`config.mk`:
```
export PLATFORM = sky130hd
export DESIGN_NAME = spmv_rowptr_times_gen
export DESIGN_NICKNAME = d
export VERILOG_FILES = /design/src/rtl/spmv_rowptr_times_gen.sv
export SDC_FILE = /design/constraint.sdc
export NUM_CORES = 1
export LEC_CHECK = 0
export CAP_MARGIN = 20
export CORE_MARGIN = 4
export CORE_UTILIZATION = 40
export CTS_CLUSTER_DIAMETER = 50
export CTS_CLUSTER_SIZE = 16
export DETAILED_ROUTE_END_ITERATION = 8
export GPL_TIMING_DRIVEN = 0
export PLACE_DENSITY_LB_ADDON = 0.08
export SYNTH_ARGS = -nofsm -noshare
export SYNTH_HDL_FRONTEND = slang
export SYNTH_SLANG_ARGS = --single-unit
export TNS_END_PERCENT = 10
```
`constraint.sdc`:
```
create_clock -name clk -period 3.1 [get_ports clk]
set_input_delay 0.62 -clock clk [delete_from_list [all_inputs] [get_ports clk]]
set_output_delay 0.62 -clock clk [all_outputs]
set_load 0.01 [all_outputs]
```
`src/rtl/spmv_rowptr_times_gen.sv`:
```
// CSR row-pointer to per-row non-zero count (TIMES) stream converter with one output slot plus skid buffer.
// Optional build macro SPMV_SKIP_EMPTY_ROW_EN suppresses zero-length rows on the TIMES stream.
module spmv_rowptr_times_gen #(
  parameter int PTR_W = 32,
  parameter int CNT_W = 32
) (
  input  logic             clk,
  input  logic             rstn,
  input  logic [PTR_W-1:0] S_AXIS_PTR_tdata,
  input  logic             S_AXIS_PTR_tvalid,
  output logic             S_AXIS_PTR_tready,
  input  logic             S_AXIS_PTR_tlast,
  output logic [PTR_W-1:0] M_AXIS_TIMES_tdata,
  output logic             M_AXIS_TIMES_tvalid,
  input  logic             M_AXIS_TIMES_tready,
  output logic [CNT_W-1:0] rows_done,
  output logic             matrix_done,
  output logic             err_nonmono,
  output logic             err_short
);

`ifdef SPMV_SKIP_EMPTY_ROW_EN
  localparam bit SKIP_EMPTY = 1'b1;
`else
  localparam bit SKIP_EMPTY = 1'b0;
`endif

  typedef enum logic {FIRST, RUN} state_t;
  state_t state, state_nxt;

  logic             in_rdy, in_rdy_nxt;
  logic             acc_in, run_acc;
  logic [PTR_W-1:0] prev_ptr;

  // stage p0: difference computed combinationally on the accepted pointer
  logic [PTR_W-1:0] diff_p0, times_p0;
  logic             nonmono_p0, vld_p0, drop_p0;

  // stage p1: registered output slot; skid holds one overflow beat
  logic [PTR_W-1:0] times_p1, times_p1_nxt, skid_data, skid_data_nxt;
  logic             vld_p1, vld_p1_nxt, last_p1, last_p1_nxt;
  logic             skid_vld, skid_vld_nxt, skid_last, skid_last_nxt;
  logic             slot_free;

  assign S_AXIS_PTR_tready   = in_rdy;
  assign M_AXIS_TIMES_tdata  = times_p1;
  assign M_AXIS_TIMES_tvalid = vld_p1;

  assign acc_in     = S_AXIS_PTR_tvalid & in_rdy;
  assign run_acc    = acc_in & (state == RUN);
  assign diff_p0    = S_AXIS_PTR_tdata - prev_ptr;
  assign nonmono_p0 = S_AXIS_PTR_tdata < prev_ptr;
  assign times_p0   = nonmono_p0 ? '0 : diff_p0;
  assign drop_p0    = run_acc & SKIP_EMPTY & (diff_p0 == '0);
  assign vld_p0     = run_acc & ~drop_p0;

  assign slot_free   = ~vld_p1 | M_AXIS_TIMES_tready;
  assign matrix_done = (vld_p1 & M_AXIS_TIMES_tready & last_p1) | (drop_p0 & S_AXIS_PTR_tlast);

  always_comb begin
    state_nxt = state;
    case (state)
      FIRST:   if (acc_in && !S_AXIS_PTR_tlast) state_nxt = RUN;
      RUN:     if (acc_in && S_AXIS_PTR_tlast)  state_nxt = FIRST;
      default: state_nxt = FIRST;
    endcase
  end

  always_comb begin
    times_p1_nxt  = times_p1;
    vld_p1_nxt    = vld_p1;
    last_p1_nxt   = last_p1;
    skid_data_nxt = skid_data;
    skid_vld_nxt  = skid_vld;
    skid_last_nxt = skid_last;
    if (slot_free) begin
      if (skid_vld) begin
        times_p1_nxt  = skid_data;
        vld_p1_nxt    = 1'b1;
        last_p1_nxt   = skid_last;
        skid_vld_nxt  = vld_p0;
        skid_data_nxt = times_p0;
        skid_last_nxt = S_AXIS_PTR_tlast;
      end else begin
        vld_p1_nxt   = vld_p0;
        times_p1_nxt = vld_p0 ? times_p0 : times_p1;
        last_p1_nxt  = vld_p0 & S_AXIS_PTR_tlast;
      end
    end else if (vld_p0) begin
      skid_vld_nxt  = 1'b1;
      skid_data_nxt = times_p0;
      skid_last_nxt = S_AXIS_PTR_tlast;
    end
    in_rdy_nxt = ~skid_vld_nxt;
  end

  always_ff @(posedge clk or negedge rstn) begin
    if (!rstn) begin
      state     <= FIRST;
      in_rdy    <= 1'b0;
      prev_ptr  <= '0;
      times_p1  <= '0;
      vld_p1    <= 1'b0;
      last_p1   <= 1'b0;
      skid_data <= '0;
      skid_vld  <= 1'b0;
      skid_last <= 1'b0;
    end else begin
      state     <= state_nxt;
      in_rdy    <= in_rdy_nxt;
      if (acc_in) prev_ptr <= S_AXIS_PTR_tdata;
      times_p1  <= times_p1_nxt;
      vld_p1    <= vld_p1_nxt;
      last_p1   <= last_p1_nxt;
      skid_data <= skid_data_nxt;
      skid_vld  <= skid_vld_nxt;
      skid_last <= skid_last_nxt;
    end
  end

  // status: row counter restarts after each matrix completes, error flags are sticky
  always_ff @(posedge clk or negedge rstn) begin
    if (!rstn) begin
      rows_done   <= '0;
      err_nonmono <= 1'b0;
      err_short   <= 1'b0;
    end else begin
      if (matrix_done)
        rows_done <= (run_acc && !(drop_p0 && S_AXIS_PTR_tlast)) ? CNT_W'(1) : '0;
      else if (run_acc && rows_done != {CNT_W{1'b1}})
        rows_done <= rows_done + CNT_W'(1);
      if (run_acc && nonmono_p0)
        err_nonmono <= 1'b1;
      if (acc_in && state == FIRST && S_AXIS_PTR_tlast)
        err_short <= 1'b1;
    end
  end

endmodule

```
==> qor.csv <==
metric,value,unit
Longest Clk Path Bufs,2,
first-pass GRT wire length,33000,microns
utilization after layout,52.8,%
clock sink count,136,
Clock Latency Late Sink,0.43,ns
GR Overflow Total,0,
initial antenna violation count,0,
unrepaired setup endpoints after global routing,yes,
total CTS buffers,17,
Period minus WS final,3.03,ns
worst vdd ir,0.443,mV
sequential area share after synthesis,44.3,%
register bit count reported by yosys,136,
Cell variety after synth,60,
Syn Inst Count,843,
Total Wirelength,20200,microns
io pins,106,
input/output buffers,105,
"Reg clk slew, reported paths",0.06,ns
diodes inserted,0,
vias per inst,5.32,
GR peak layer,met2,
DIE AREA,21500,sq um
Core ar.,18800,sq um
CP Launch Type,primary input,
Psw,2.44,mW
CTS tree,built,
synthesized area,7680,sq um
layout cells sized above 1,13.4,%
CP required,3.46,ns
worst-path fanout max,4,
final antenna-violating net count,0,
Min-Delay Path Class,primary input to async pin,
clock network power share,28.4,%
outcome,finished clean,
area delta synth->final,29.0,%
Worst path max stage delay,0.49,ns
Comb power frac,34.9,%
slowest cell on the critical path,clkdlybuf4s50_1,
Initial DRT Pass Iterations,5,
Pwr Density,699,nW/um^2
Post-synth EDFFs,0,
Main synth FF type,dfrtp_1,
Die Y,147,microns
Bufs and invs on worst path,3,
vias post-DR,6472,
largest net degree at the start of global routing,80,
Post-synth ARST share,100,%
GRT met3 Usage,3.48,%
Starting Density,40.9,%
data arrival time of the critical path,3.40,ns
# rows,50,
vias in the first global route,6254,
cts hold-fix bufs,0,
Worst R2R Setup Slack,0.18,ns
Root Driver,clkbuf_16,
Peak Freq,0.329,GHz
syn_nets,915,
Final period util,97.9,%
Routed WL per cell,16.6,microns
nets@finish,1041,
CP Cell Sequence,"clkdlybuf4s50_1, inv_1, fa_2, nand2b_4, a211oi_4, o211ai_1, a31oi_4, buf_4, o21ai_4, or3_4, o21ai_2, o21a_1",
Top delay family on crit path,compound AO/OA/AOI/OAI gates,
Internal,4.49,mW
Placer Congestion,0.852,
Slew @ Worst Pin,0.723,ns
DRC violations left,0,
syn avg cell area,9.11,sq um
H-Tree Depth,4,
max cap viols,0,
die width,147,microns
Switching Fraction,35.2,%
most frequent cells in the layout,"dfrtp_1 (136), clkdlybuf4s50_1 (103), nand2_1 (84)",
leak pwr,4.28,nW
relative slew slack,51.7,%
grt met1 use,26.4,%
CP Class,primary input to flip-flop,
initial DRC count,278,
CP endpoint kind,flip-flop,
clk_skew,0.00858,ns
final hold vios,0,
Seq pwr share,36.7,%
DPL Wire Length,14800,microns
setup violators final,0,
max-slew violations,0,
Yosys warnings,0,
post-route setup TNS,0,ns
GRT Util Overall,18.9,%
met2 GRT Util,30.0,%
"commonest non-fill, non-tap cell in the layout",dfrtp_1,
## timing repair
| action | in CTS | in global routing |
|---|---|---|
| resized for setup | 35 | 28 |
| cloned | 2 | 0 |
| setup endpoints to repair | 63 | 57 |
| pin swaps | 8 | 10 |
| buffers inserted | 2 | 4 |
## sequential cells by signal, indices dropped and copies added (netlist names), named ones only
name and flops:
M_AXIS_TIMES_tdata 32, M_AXIS_TIMES_tvalid 1, S_AXIS_PTR_tready 1, err_nonmono 1
err_short 1, last_p1 1, prev_ptr 32, rows_done 32
skid_data 32, skid_last 1, skid_vld 1
## cell usage after synthesis (all sizes together), types with 3 or more instances
cell type / number / area (sq um)
a211oi: 5 / 37.5
a21boi: 3 / 22.5
a21o: 5 / 37.5
a21oi: 86 / 434
a31oi: 7 / 43.8
and3: 20 / 126
and4: 3 / 28.8
buf: 8 / 40.0
clkbuf: 39 / 148
dfrtp: 136 / 3400
ha: 34 / 425
inv: 42 / 158
mux2: 31 / 349
nand2: 84 / 315
nand2b: 8 / 50.1
nand3: 20 / 100
nand4: 15 / 115
nor2: 79 / 299
nor3: 22 / 120
o21a: 6 / 45.0
o21ai: 58 / 294
o21bai: 7 / 52.6
o221ai: 3 / 26.3
o31ai: 22 / 179
or2: 3 / 18.8
or3: 15 / 98.8
xnor2: 30 / 263
xor2: 26 / 228
## final cells by class
class	instances	area [sq um]
clock inverter	15	144
sequential	136	3400
buffer	40	198
inverter	42	158
fill	1803	8860
multi-input combinational	619	4160
clock buffer	17	425
timing repair buffer	113	1130
tap	234	293
## power by group through the flow
stage | Combinational (mW) | Clock, mW | Sequential (mW)
CTS | 2.36 | 2.01 | 2.55
detailed placement | 2.27 | 0 | 2.57
finish | 2.42 | 1.97 | 2.54
floorplan | 1.23 | 0 | 2.60
global route | 2.67 | 2.09 | 2.60
global placement | 2.25 | 0 | 2.56
## worst reg2reg max path, stage by stage, from the launching register on
cell and delay [ns]:
dfrtp_1 0.42, ha_4 0.18, fa_2 0.38, nand2b_4 0.16, a211oi_4 0.29, o211ai_1 0.24
a31oi_4 0.28, buf_4 0.17, o21ai_4 0.09, or3_4 0.38, o21ai_2 0.13, o21a_1 0.13
## cells by family (layout without fill, tap and decap cells)
group	Yosys count	after routing	synth area share, %
AO/OA/AOI/OAI	217	218	17.0
adder cells (fa/ha/maj)	35	35	5.80
flip-flops	136	136	44.3
multiplexers	33	33	4.80
AND/OR/NAND/NOR	277	277	17.3
XOR/XNOR	56	56	6.38
buffers and inverters	89	227	4.49
## routing by layer
layer / wire length, microns / vias up
li1: - / 3209
met1: 9790 / 3109
met2: 9520 / 132
met3: 619 / 22
met4: 312 / 0
met5: 0 / -
## metrics by stage
stage | hold slack [ns] | setup slack [ns] | power, mW | cells | cell area, sq um
4_1_cts | 0.176 | 0.00514 | 6.92 | 1215 | 9780
6_report | 0.168 | 0.0651 | 6.93 | 1216 | 9910
2_1_floorplan | 0.324 | 0.200 | 3.83 | 843 | 7680
5_1_grt | 0.205 | -0.0413 | 7.36 | 1216 | 9910
3_3_place_gp | 0.438 | -4.32 | 4.81 | 1182 | 9030
3_5_place_dp | 0.463 | -0.896 | 4.85 | 1183 | 9060
## worst paths after layout
path | start | to | depth (start not counted)
setup / recovery | S_AXIS_PTR_tdata[1] | M_AXIS_TIMES_tdata[3] | 12
hold / removal | rstn | rows_done[29] | 1
setup reg to reg | prev_ptr[0] | M_AXIS_TIMES_tdata[3] | 11
hold reg to reg | skid_data[27] | skid_data[27] | 2
max in group asynchronous | rstn | M_AXIS_TIMES_tdata[29] | 2
min in group clk | skid_data[27] | skid_data[27] | 2
Note: power is estimated with default switching activity, not from simulation.
